### config.mk
export PLATFORM = sky130hd
export DESIGN_NAME = i2s_tx_ctrl
export DESIGN_NICKNAME = d
export VERILOG_FILES = /design/src/rtl/i2s_tx_ctrl.sv
export SDC_FILE = /design/constraint.sdc
export NUM_CORES = 1
export LEC_CHECK = 0
export ABC_CLOCK_PERIOD_IN_PS = 8000
export CAP_MARGIN = 10
export CORE_ASPECT_RATIO = 1.2
export CORE_MARGIN = 5
export CORE_UTILIZATION = 48
export CTS_CLUSTER_SIZE = 14
export DETAILED_ROUTE_END_ITERATION = 7
export GPL_ROUTABILITY_DRIVEN = 0
export PLACE_DENSITY_LB_ADDON = 0.25
export SLEW_MARGIN = 20
export SYNTH_ARGS = -nofsm -noshare
export SYNTH_HDL_FRONTEND = slang
export SYNTH_SLANG_ARGS = --single-unit
### constraint.sdc
create_clock -name clk -period 8 [get_ports clk]
set_input_delay 1.6 -clock clk [delete_from_list [all_inputs] [get_ports clk]]
set_output_delay 1.6 -clock clk [all_outputs]
set_load 0.05 [all_outputs]
### src/rtl/i2s_tx_ctrl.sv
// Avalon-MM controller for the I2S transmit path: register file, stereo-pair FIFO,
// clock-divider programming, and the IDLE/PRIME/RUN/DRAIN sequencer that feeds the core.
module i2s_tx_ctrl #(
  parameter int DW    = 24,
  parameter int DEPTH = 16,
  parameter int PRIME = 2
) (
  input  logic          clk,
  input  logic          reset_n,
  input  logic [2:0]    avs_address,
  input  logic          avs_write,
  input  logic [31:0]   avs_writedata,
  input  logic          avs_read,
  output logic [31:0]   avs_readdata,
  input  logic          frame_req,
  output logic [DW-1:0] data_left,
  output logic [DW-1:0] data_right,
  output logic          data_valid,
  output logic          core_en,
  output logic [15:0]   clk_div,
  output logic          irq
);
  localparam int AW = $clog2(DEPTH);
  localparam int LW = AW + 1;

  typedef enum logic [1:0] {S_IDLE, S_PRIME, S_RUN, S_DRAIN} state_t;

  state_t              state_q, state_d;
  logic                en_q, en_d;
  logic                low_en_q, low_en_d;
  logic                err_en_q, err_en_d;
  logic [7:0]          low_thr_q, low_thr_d;
  logic [15:0]         clkdiv_q, clkdiv_d;
  logic                underrun_q, underrun_d;
  logic                overflow_q, overflow_d;
  logic [DW-1:0]       txl_q, txl_d;
  logic [LW-1:0]       wr_ptr_q, wr_ptr_d;
  logic [LW-1:0]       rd_ptr_q, rd_ptr_d;
  logic [DW-1:0]       dl_q, dl_d;
  logic [DW-1:0]       dr_q, dr_d;
  logic                dv_q, dv_d;
  logic [31:0]         rdata_q, rdata_d;
  logic [2*DW-1:0]     fifo_mem_q [DEPTH];

  logic [LW-1:0]       level;
  logic [7:0]          level8;
  logic                full, empty, running;
  logic                wr_ctrl, wr_clkdiv, wr_status, wr_txl, wr_txr;
  logic                flush, push, pop, serve;
  logic [2*DW-1:0]     head;
  logic                unused_wd;

  assign level     = wr_ptr_q - rd_ptr_q;
  assign level8    = 8'(level);
  assign full      = (level == LW'(DEPTH));
  assign empty     = (level == '0);
  assign running   = (state_q == S_RUN) || (state_q == S_DRAIN);
  assign head      = fifo_mem_q[rd_ptr_q[AW-1:0]];
  assign unused_wd = ^avs_writedata;

  assign wr_ctrl   = avs_write && (avs_address == 3'd0);
  assign wr_clkdiv = avs_write && (avs_address == 3'd1);
  assign wr_status = avs_write && (avs_address == 3'd2);
  assign wr_txl    = avs_write && (avs_address == 3'd3);
  assign wr_txr    = avs_write && (avs_address == 3'd4);

  // FULL is judged on the registered level, so a same-cycle pop cannot rescue a push
  assign flush = wr_ctrl && avs_writedata[3];
  assign push  = wr_txr && !full;
  assign serve = frame_req && running;
  assign pop   = serve && !empty;

  always_comb begin
    state_d = state_q;
    case (state_q)
      S_IDLE:  if (en_q) state_d = S_PRIME;
      S_PRIME: begin
        if (!en_q)                             state_d = S_IDLE;
        else if (32'(level) >= 32'(PRIME))     state_d = S_RUN;
      end
      S_RUN:   if (!en_q) state_d = S_DRAIN;
      S_DRAIN: if (frame_req && empty) state_d = S_IDLE;
      default: state_d = S_IDLE;
    endcase
  end

  always_comb begin
    en_d       = en_q;
    low_en_d   = low_en_q;
    err_en_d   = err_en_q;
    low_thr_d  = low_thr_q;
    clkdiv_d   = clkdiv_q;
    txl_d      = txl_q;
    if (wr_ctrl) begin
      en_d      = avs_writedata[0];
      low_en_d  = avs_writedata[1];
      err_en_d  = avs_writedata[2];
      low_thr_d = avs_writedata[15:8];
    end
    if (wr_clkdiv) clkdiv_d = avs_writedata[15:0];
    if (wr_txl)    txl_d    = avs_writedata[DW-1:0];

    // W1C clears first so a same-cycle set event wins
    underrun_d = (underrun_q && !(wr_status && avs_writedata[0]))
               || (serve && empty && (state_q == S_RUN));
    overflow_d = (overflow_q && !(wr_status && avs_writedata[1]))
               || (wr_txr && full);

    wr_ptr_d = flush ? '0 : wr_ptr_q + LW'(push);
    rd_ptr_d = flush ? '0 : rd_ptr_q + LW'(pop);

    dl_d = dl_q;
    dr_d = dr_q;
    dv_d = serve;
    if (serve) begin
      dl_d = pop ? head[2*DW-1:DW] : '0;
      dr_d = pop ? head[DW-1:0]    : '0;
    end

    rdata_d = rdata_q;
    if (avs_read) begin
      case (avs_address)
        3'd0:    rdata_d = {16'h0, low_thr_q, 4'h0, 1'b0, err_en_q, low_en_q, en_q};
        3'd1:    rdata_d = {16'h0, clkdiv_q};
        3'd2:    rdata_d = {16'h0, level8, 3'b000, running, empty, full, overflow_q, underrun_q};
        default: rdata_d = 32'h0;
      endcase
    end
  end

  always_ff @(posedge clk or negedge reset_n) begin
    if (!reset_n) begin
      state_q    <= S_IDLE;
      en_q       <= 1'b0;
      low_en_q   <= 1'b0;
      err_en_q   <= 1'b0;
      low_thr_q  <= '0;
      clkdiv_q   <= '0;
      underrun_q <= 1'b0;
      overflow_q <= 1'b0;
      txl_q      <= '0;
      wr_ptr_q   <= '0;
      rd_ptr_q   <= '0;
      dl_q       <= '0;
      dr_q       <= '0;
      dv_q       <= 1'b0;
      rdata_q    <= '0;
    end else begin
      state_q    <= state_d;
      en_q       <= en_d;
      low_en_q   <= low_en_d;
      err_en_q   <= err_en_d;
      low_thr_q  <= low_thr_d;
      clkdiv_q   <= clkdiv_d;
      underrun_q <= underrun_d;
      overflow_q <= overflow_d;
      txl_q      <= txl_d;
      wr_ptr_q   <= wr_ptr_d;
      rd_ptr_q   <= rd_ptr_d;
      dl_q       <= dl_d;
      dr_q       <= dr_d;
      dv_q       <= dv_d;
      rdata_q    <= rdata_d;
    end
  end

  // Storage needs no reset: reset empties the FIFO through the pointers
  always_ff @(posedge clk) begin
    if (push) fifo_mem_q[wr_ptr_q[AW-1:0]] <= {txl_q, avs_writedata[DW-1:0]};
  end

  assign avs_readdata = rdata_q;
  assign data_left    = dl_q;
  assign data_right   = dr_q;
  assign data_valid   = dv_q;
  assign core_en      = running;
  assign clk_div      = clkdiv_q;
  assign irq          = (low_en_q && (level8 <= low_thr_q) && running)
                      || (err_en_q && (underrun_q || overflow_q));

endmodule

==> metrics.cfg, run 1 <==
[die]
coreArea_mm2=0.07096
die_y_um=303.0
die_area_mm2=0.07703
io_pins=139
start_util_pct=48.41
die_w_um=254.2
rows=107

[placement]
place_area_mm2=0.03660
post-dp-hpwl_um=39970
numPortBuffers=114
placedCellCount=2610
dp_slack_ps=2158

[power_and_ir_drop]
clockPowerShare_pct=28.6
switching_power_mw=4.295
powerDensity_mw_per_mm2=348.4
p_leak_nw=13.06
pwr-share-comb_pct=28.8
design_power_total_mw=13.69
vdd_drop_max_mv=0.4328
p_seq_share_pct=42.7
intPower_mw=9.393
swShare_pct=31.38

[timing]
rsz0062_at_grt=false
setup_viol=0
period_share_pct=80.47
finClkSkew_ps=19.27
hold_slack_ps=499.5
finalWorstSetupSlack_ps=1563
fin_crit_ps=6437
slew_violations=0
hold_viol=0
finalSetupTns_ps=0
worst_pin_slew_ps=1125
timing.max_slew.rel_slack_pct=25.03
fmax_ghz=0.1553

[routing]
drc=0
routed-via-count=16500
first_iter_violations=1492
routed_wl_um=76870
vias_per_cell=5.978
avgRoutedWirePerCell_um=27.84
drtPass1Iterations=5
antenna_left=0

[hold_path]
min_from=avs_readdata[4]
whs_path_depth=1
worstHoldPathType=reg -> reg
worstHoldEndpoint=avs_readdata[4]

[cts]
clk_pin_slew_ps=60
clk_path_buf_depth=3
ctsResizeCount=0
cts_root_buf=clkbuf_16
h-tree-depth=3
hold_buffers=0
cts_buffers=83
cts_setup_buffers=0
cts_tree=done
cts.sinks=898
insertion_delay_ps=630

[logic_synthesis]
synth_area_per_cell_um2=21.14
ys_warn_count=0
synth.ff_latch_count=898
ys_seq_area_share_pct=76.61
syn_area_mm2=0.03435
synth-edff-count=768
synthFlopType=edfxtp_1
postSynthCellCount=1625
synth_cell_types=54
async_flop_share_pct=14.48

[global_routing]
grt_start_max_net_pins=173
grt_usage_pct=20.28
grt_pass1_vias=17960
overflow=0
grt_pass1_wl_um=115700
antenna_found_initial=2

[worst_setup_path]
reg2reg_to=fifo_mem_q[0][28]
reg2reg_slack_ps=3200
crit_fanout=44
end_kind=output pin
r2r_start=rd_ptr_q[0]
reg2regPathDepth=10
critPathKind=reg -> out
cp_data_arrival_time_ps=4840
cp.required_ps=6400
cp-start-kind=flop

[outcome]
run_status=completed

[layout]
final_common_cell=edfxtp_1
area_delta_synth_final_pct=14.39
design_area_mm2=0.03929
final_util_pct=55.37
final_nets=1824
final_cell_mix=edfxtp_1, mux4_2, dfrtp_1, clkdlybuf4s50_1, a22oi_1
instances_no_fill=2761
layout-drive-gt1-share_pct=20.93
insertedDiodeCount=0

[flow_run]
cap_violations=0

==> kinds of logic (layout without fill, tap and decap cells) <==
group           after synthesis  in the layout  synth area share (%)
compound gates              193            193                 4.353
xor+xnor                     10             10                0.3315
fa+ha+maj                    14             14                0.5318
buf+inv                     122            317                 1.880
flops                       898            898                 76.61
mux                         249            249                 14.42
other cells                   1             16               0.01092
simple gates                138            138                 1.858
==> power by group through the flow <==
| stage | registers, mW | logic (mW) | clock network (mW) |
|---|---|---|---|
| global placement | 5.92 | 3.91 | 0 |
| global route | 5.90 | 4.21 | 4.18 |
| floorplan | 6.22 | 2.47 | 0 |
| finish | 5.84 | 3.94 | 3.91 |
| detailed placement | 5.95 | 3.97 | 0 |
| CTS | 5.85 | 3.98 | 3.98 |
==> cell usage after synthesis, drive strengths merged, types with 2 or more instances <==
cell type | number | area, µm²
edfxtp | 768 | 23060
mux4 | 192 | 4324
dfrtp | 130 | 3253
a22oi | 96 | 720.7
nand2 | 74 | 277.8
buf | 60 | 412.9
a22o | 56 | 490.5
mux2 | 48 | 540.5
clkbuf | 47 | 176.4
inv | 15 | 56.30
nor2 | 15 | 56.30
o21ai | 14 | 70.06
ha | 13 | 162.7
nor3 | 10 | 50.05
mux2i | 9 | 90.09
a21oi | 7 | 38.79
nand2b | 7 | 43.79
nand3 | 7 | 35.03
o2bb2ai | 7 | 61.31
nor4 | 6 | 37.54
and2 | 5 | 31.28
xnor2 | 5 | 70.08
xor2 | 5 | 43.79
nand4 | 4 | 25.02
nor2b | 3 | 18.77
a41oi | 2 | 25.03
and3 | 2 | 12.51
o22ai | 2 | 12.51
==> area by class of cell <==
| type | count | area [µm²] |
|---|---|---|
| Multi-Input combinational cell | 620 | 7600 |
| Inverter | 15 | 56.30 |
| Tap cell | 926 | 1159 |
| Clock inverter | 27 | 321.6 |
| Timing Repair Buffer | 152 | 1493 |
| Fill cell | 5331 | 31660 |
| Sequential cell | 898 | 26320 |
| Clock buffer | 123 | 2340 |
==> state kept, by name (all words and copies together) (netlist names), named ones only <==
register / count
fifo_mem_q: 768
data_left: 24
data_right: 24
txl_q: 24
avs_readdata: 16
clk_div: 16
low_thr_q: 8
rd_ptr_q: 5
wr_ptr_q: 5
data_valid: 1
en_q: 1
err_en_q: 1
low_en_q: 1
overflow_q: 1
state_q: 1
underrun_q: 1
==> worst max path at each step <==
stage | from | to | slack (ps) | cells past startpoint
after CTS | rd_ptr_q[0] | irq | 1450 | 13
final | rd_ptr_q[0] | irq | 1560 | 13
after global placement | rd_ptr_q[0] | irq | 2260 | 13
after detailed placement | rd_ptr_q[0] | irq | 2160 | 13
after global routing | rd_ptr_q[0] | irq | 1210 | 13
after floorplan | rd_ptr_q[2] | fifo_mem_q[1][0] | 500 | 12
==> worst max-delay path: stages (launching register included) <==
cell	delay [ps]
dfrtp_4	1020
ha_1	300
inv_1	60
fa_1	400
a21o_1	190
a21oi_2	240
xnor2_4	190
inv_2	110
ha_1	320
nand2_1	70
o21ai_0	180
a21oi_1	100
o21ai_1	180
clkdlybuf4s50_1	830
==> metal layers <==
metal / GRT usage, % / wire (µm) / vias up
li1: - / - / 6986
met1: 26.80 / 30540 / 8884
met4: 5.665 / 1615 / 0
met5: 0 / 0 / -
met2: 35.57 / 40670 / 534
met3: 2.958 / 4042 / 100
Note: power is estimated with default switching activity, not from simulation.
==> run 2, diff against run 1 <==
--- a/config.mk
+++ b/config.mk
@@ -5,7 +5,7 @@
 export SDC_FILE = /design/constraint.sdc
 export NUM_CORES = 1
 export LEC_CHECK = 0
-export ABC_CLOCK_PERIOD_IN_PS = 8000
+export ABC_CLOCK_PERIOD_IN_PS = 6500
 export CAP_MARGIN = 10
 export CORE_ASPECT_RATIO = 1.2
 export CORE_MARGIN = 5
==> constraint.sdc (replaced) <==
create_clock -name clk -period 6.5 [get_ports clk]
set_input_delay 1.3 -clock clk [delete_from_list [all_inputs] [get_ports clk]]
set_output_delay 1.3 -clock clk [all_outputs]
set_load 0.05 [all_outputs]
==> run 2 against run 1 <==
Effect of this change: setup slack worse by 520 ps; sequential share of layout area up 0.098 points; count of clock-buffer cells in the layout up 2; clock power up 23%; combinational power up 24%; final cell count about the same; non-clock buffer count down 4; power up 22%; clock skew down 3.5 ps; largest power group unchanged; highest routed layer is now met5.
==> metrics.cfg, run 2 (synthesis results as in run 1) <==
[routing]
antenna_left=0  ; unchanged
avgRoutedWirePerCell_um=26.78  ; -3.8%
vias_per_cell=5.869  ; -1.8%
drc=0  ; unchanged
first_iter_violations=1598  ; +7.1%
drtPass1Iterations=7  ; +2
routed_wl_um=73980  ; -3.8%
routed-via-count=16220  ; -1.7%

[worst_setup_path]
crit_fanout=8  ; -82%
end_kind=output pin
reg2regPathDepth=11  ; +1
r2r_start=wr_ptr_q[0]
cp_data_arrival_time_ps=4150  ; -690 ps
slowest_delay_ps=830  ; -190 ps
cp.required_ps=5200  ; -1200 ps
critPathLaunch=wr_ptr_q[0]
path_cells=inv_1 > ha_1 > inv_1 > fa_1 > a21o_1 > a21oi_2 > xnor2_4 > inv_2 > ha_1 > nand2_1 > o21ai_0 > a21oi_1 > o21ai_1 > clkdlybuf4s50_1
reg2reg_to=fifo_mem_q[2][16]
critPathKind=reg -> out
cp-start-kind=flop
cpMaxStageDelayCell=clkdlybuf4s50_1
reg2reg_slack_ps=2550  ; -650 ps

[die]
die_w_um=254.2  ; unchanged
die_y_um=303.0  ; unchanged
io_pins=139  ; unchanged
coreArea_mm2=0.07096  ; unchanged
rows=107  ; unchanged
die_area_mm2=0.07703  ; unchanged
start_util_pct=48.41  ; unchanged

[timing]
worst_pin_slew_ps=1030  ; -94.31 ps
hold_viol=0  ; unchanged
rsz0062_at_grt=false
finalWorstSetupSlack_ps=1047  ; -515.8 ps
fin_crit_ps=5453
period_share_pct=83.89
slew_violations=0  ; unchanged
finClkSkew_ps=15.73  ; -3.546 ps
fmax_ghz=0.1834
setup_viol=0  ; unchanged
timing.max_slew.rel_slack_pct=31.31  ; +6.3 points
hold_slack_ps=493.7  ; -5.810 ps

[cts]
cts_tree=done
cts_root_buf=clkbuf_16
cts_buffers=83  ; unchanged
cts_setup_buffers=0  ; unchanged
clk_path_buf_depth=3  ; unchanged
insertion_delay_ps=630  ; about the same
clk_pin_slew_ps=60  ; about the same
hold_buffers=0  ; unchanged
ctsResizeCount=0  ; unchanged
h-tree-depth=3  ; unchanged
cts.sinks=898  ; unchanged

[layout]
insertedDiodeCount=0  ; unchanged
final_nets=1820  ; -0.22%
largest_reg_flops=768  ; unchanged
layout-drive-gt1-share_pct=20.90  ; -0.023 points
design_area_mm2=0.03923  ; -0.15%
final_cell_mix=edfxtp_1, mux4_2, dfrtp_1, clkdlybuf4s50_1, a22oi_1
area_delta_synth_final_pct=14.22
instances_no_fill=2763  ; +0.072%
final_common_cell=edfxtp_1

[global_routing]
antenna_found_initial=3  ; +1
grt_pass1_vias=17540  ; -2.4%
grt_pass1_wl_um=111800  ; -3.3%
overflow=0  ; unchanged
grt_usage_pct=19.59  ; -0.69 points
grt_start_max_net_pins=123  ; -29%

[power_and_ir_drop]
powerDensity_mw_per_mm2=427.2  ; +23%
p_seq_share_pct=42.3  ; -0.4 points
pwr-share-comb_pct=29.2  ; +0.4 points
vdd_drop_max_mv=0.3305  ; -24%
clockPowerShare_pct=28.5  ; about the same
swShare_pct=31.32  ; -0.061 points
switching_power_mw=5.249  ; +22%
p_leak_nw=13.01  ; -0.39%
intPower_mw=11.51  ; +23%

[hold_path]
worstHoldEndpoint=avs_readdata[14]
whs_path_depth=1  ; unchanged
worstHoldPathType=reg -> reg
min_from=avs_readdata[14]

[placement]
dp_slack_ps=1693  ; -465.7 ps
numPortBuffers=114  ; unchanged
placedCellCount=2606  ; -0.15%
post-dp-hpwl_um=37960  ; -5.0%
place_area_mm2=0.03653  ; -0.18%

[flow_run]
cap_violations=0  ; unchanged

[outcome]
run_status=completed

-- run 2: worst max-delay path by stage --
| stage | end | slack, ps |
|---|---|---|
| detailed placement | irq | 1690 |
| global placement | irq | 1690 |
| floorplan | fifo_mem_q[1][0] | -1000 |
| finish | irq | 1050 |
| CTS | irq | 990 |
| global route | irq | 790 |
-- run 2: cell type report --
class	instances	area, µm²
Clock buffer	125	2366
Clock inverter	31	312.8
Fill cell	5329	31720
Inverter	15	56.30
Multi-Input combinational cell	620	7587
Sequential cell	898	26320
Tap cell	926	1159
Timing Repair Buffer	148	1430
-- run 2: metrics by stage --
stage | TNS, ps | util, % | power (mW)
global placement | 0 | 51.48 | 12.08
global route | 0 | 55.29 | 17.54
floorplan | -288300 | - | 10.70
finish | 0 | 55.29 | 16.76
CTS | 0 | 55.25 | 16.96
detailed placement | 0 | 51.48 | 12.17
-- run 2: power by group through the flow --
stage / combinational (mW) / sequential (mW) / clock (mW)
floorplan: 3.04 / 7.66 / 0
global placement: 4.90 / 7.18 / 0
detailed placement: 4.97 / 7.20 / 0
CTS: 4.99 / 7.08 / 4.89
global route: 5.28 / 7.14 / 5.12
finish: 4.89 / 7.08 / 4.79
-- run 2: worst max-delay path: cells and delay by family (launching register included) --
family / cells / cell delay, ps
compound gates: 5 / 830
xor+xnor: 1 / 190
fa+ha+maj: 3 / 860
buf+inv: 4 / 1090
flops: 1 / 470
simple gates: 1 / 60
-- run 2: metal layers --
metal,up-vias,track usage [%],wire length [µm]
li1,6967,-,-
met5,-,0,27
met1,8647,25.66,29370
met2,498,34.60,39110
met4,4,5.396,1591
met3,101,2.932,3882
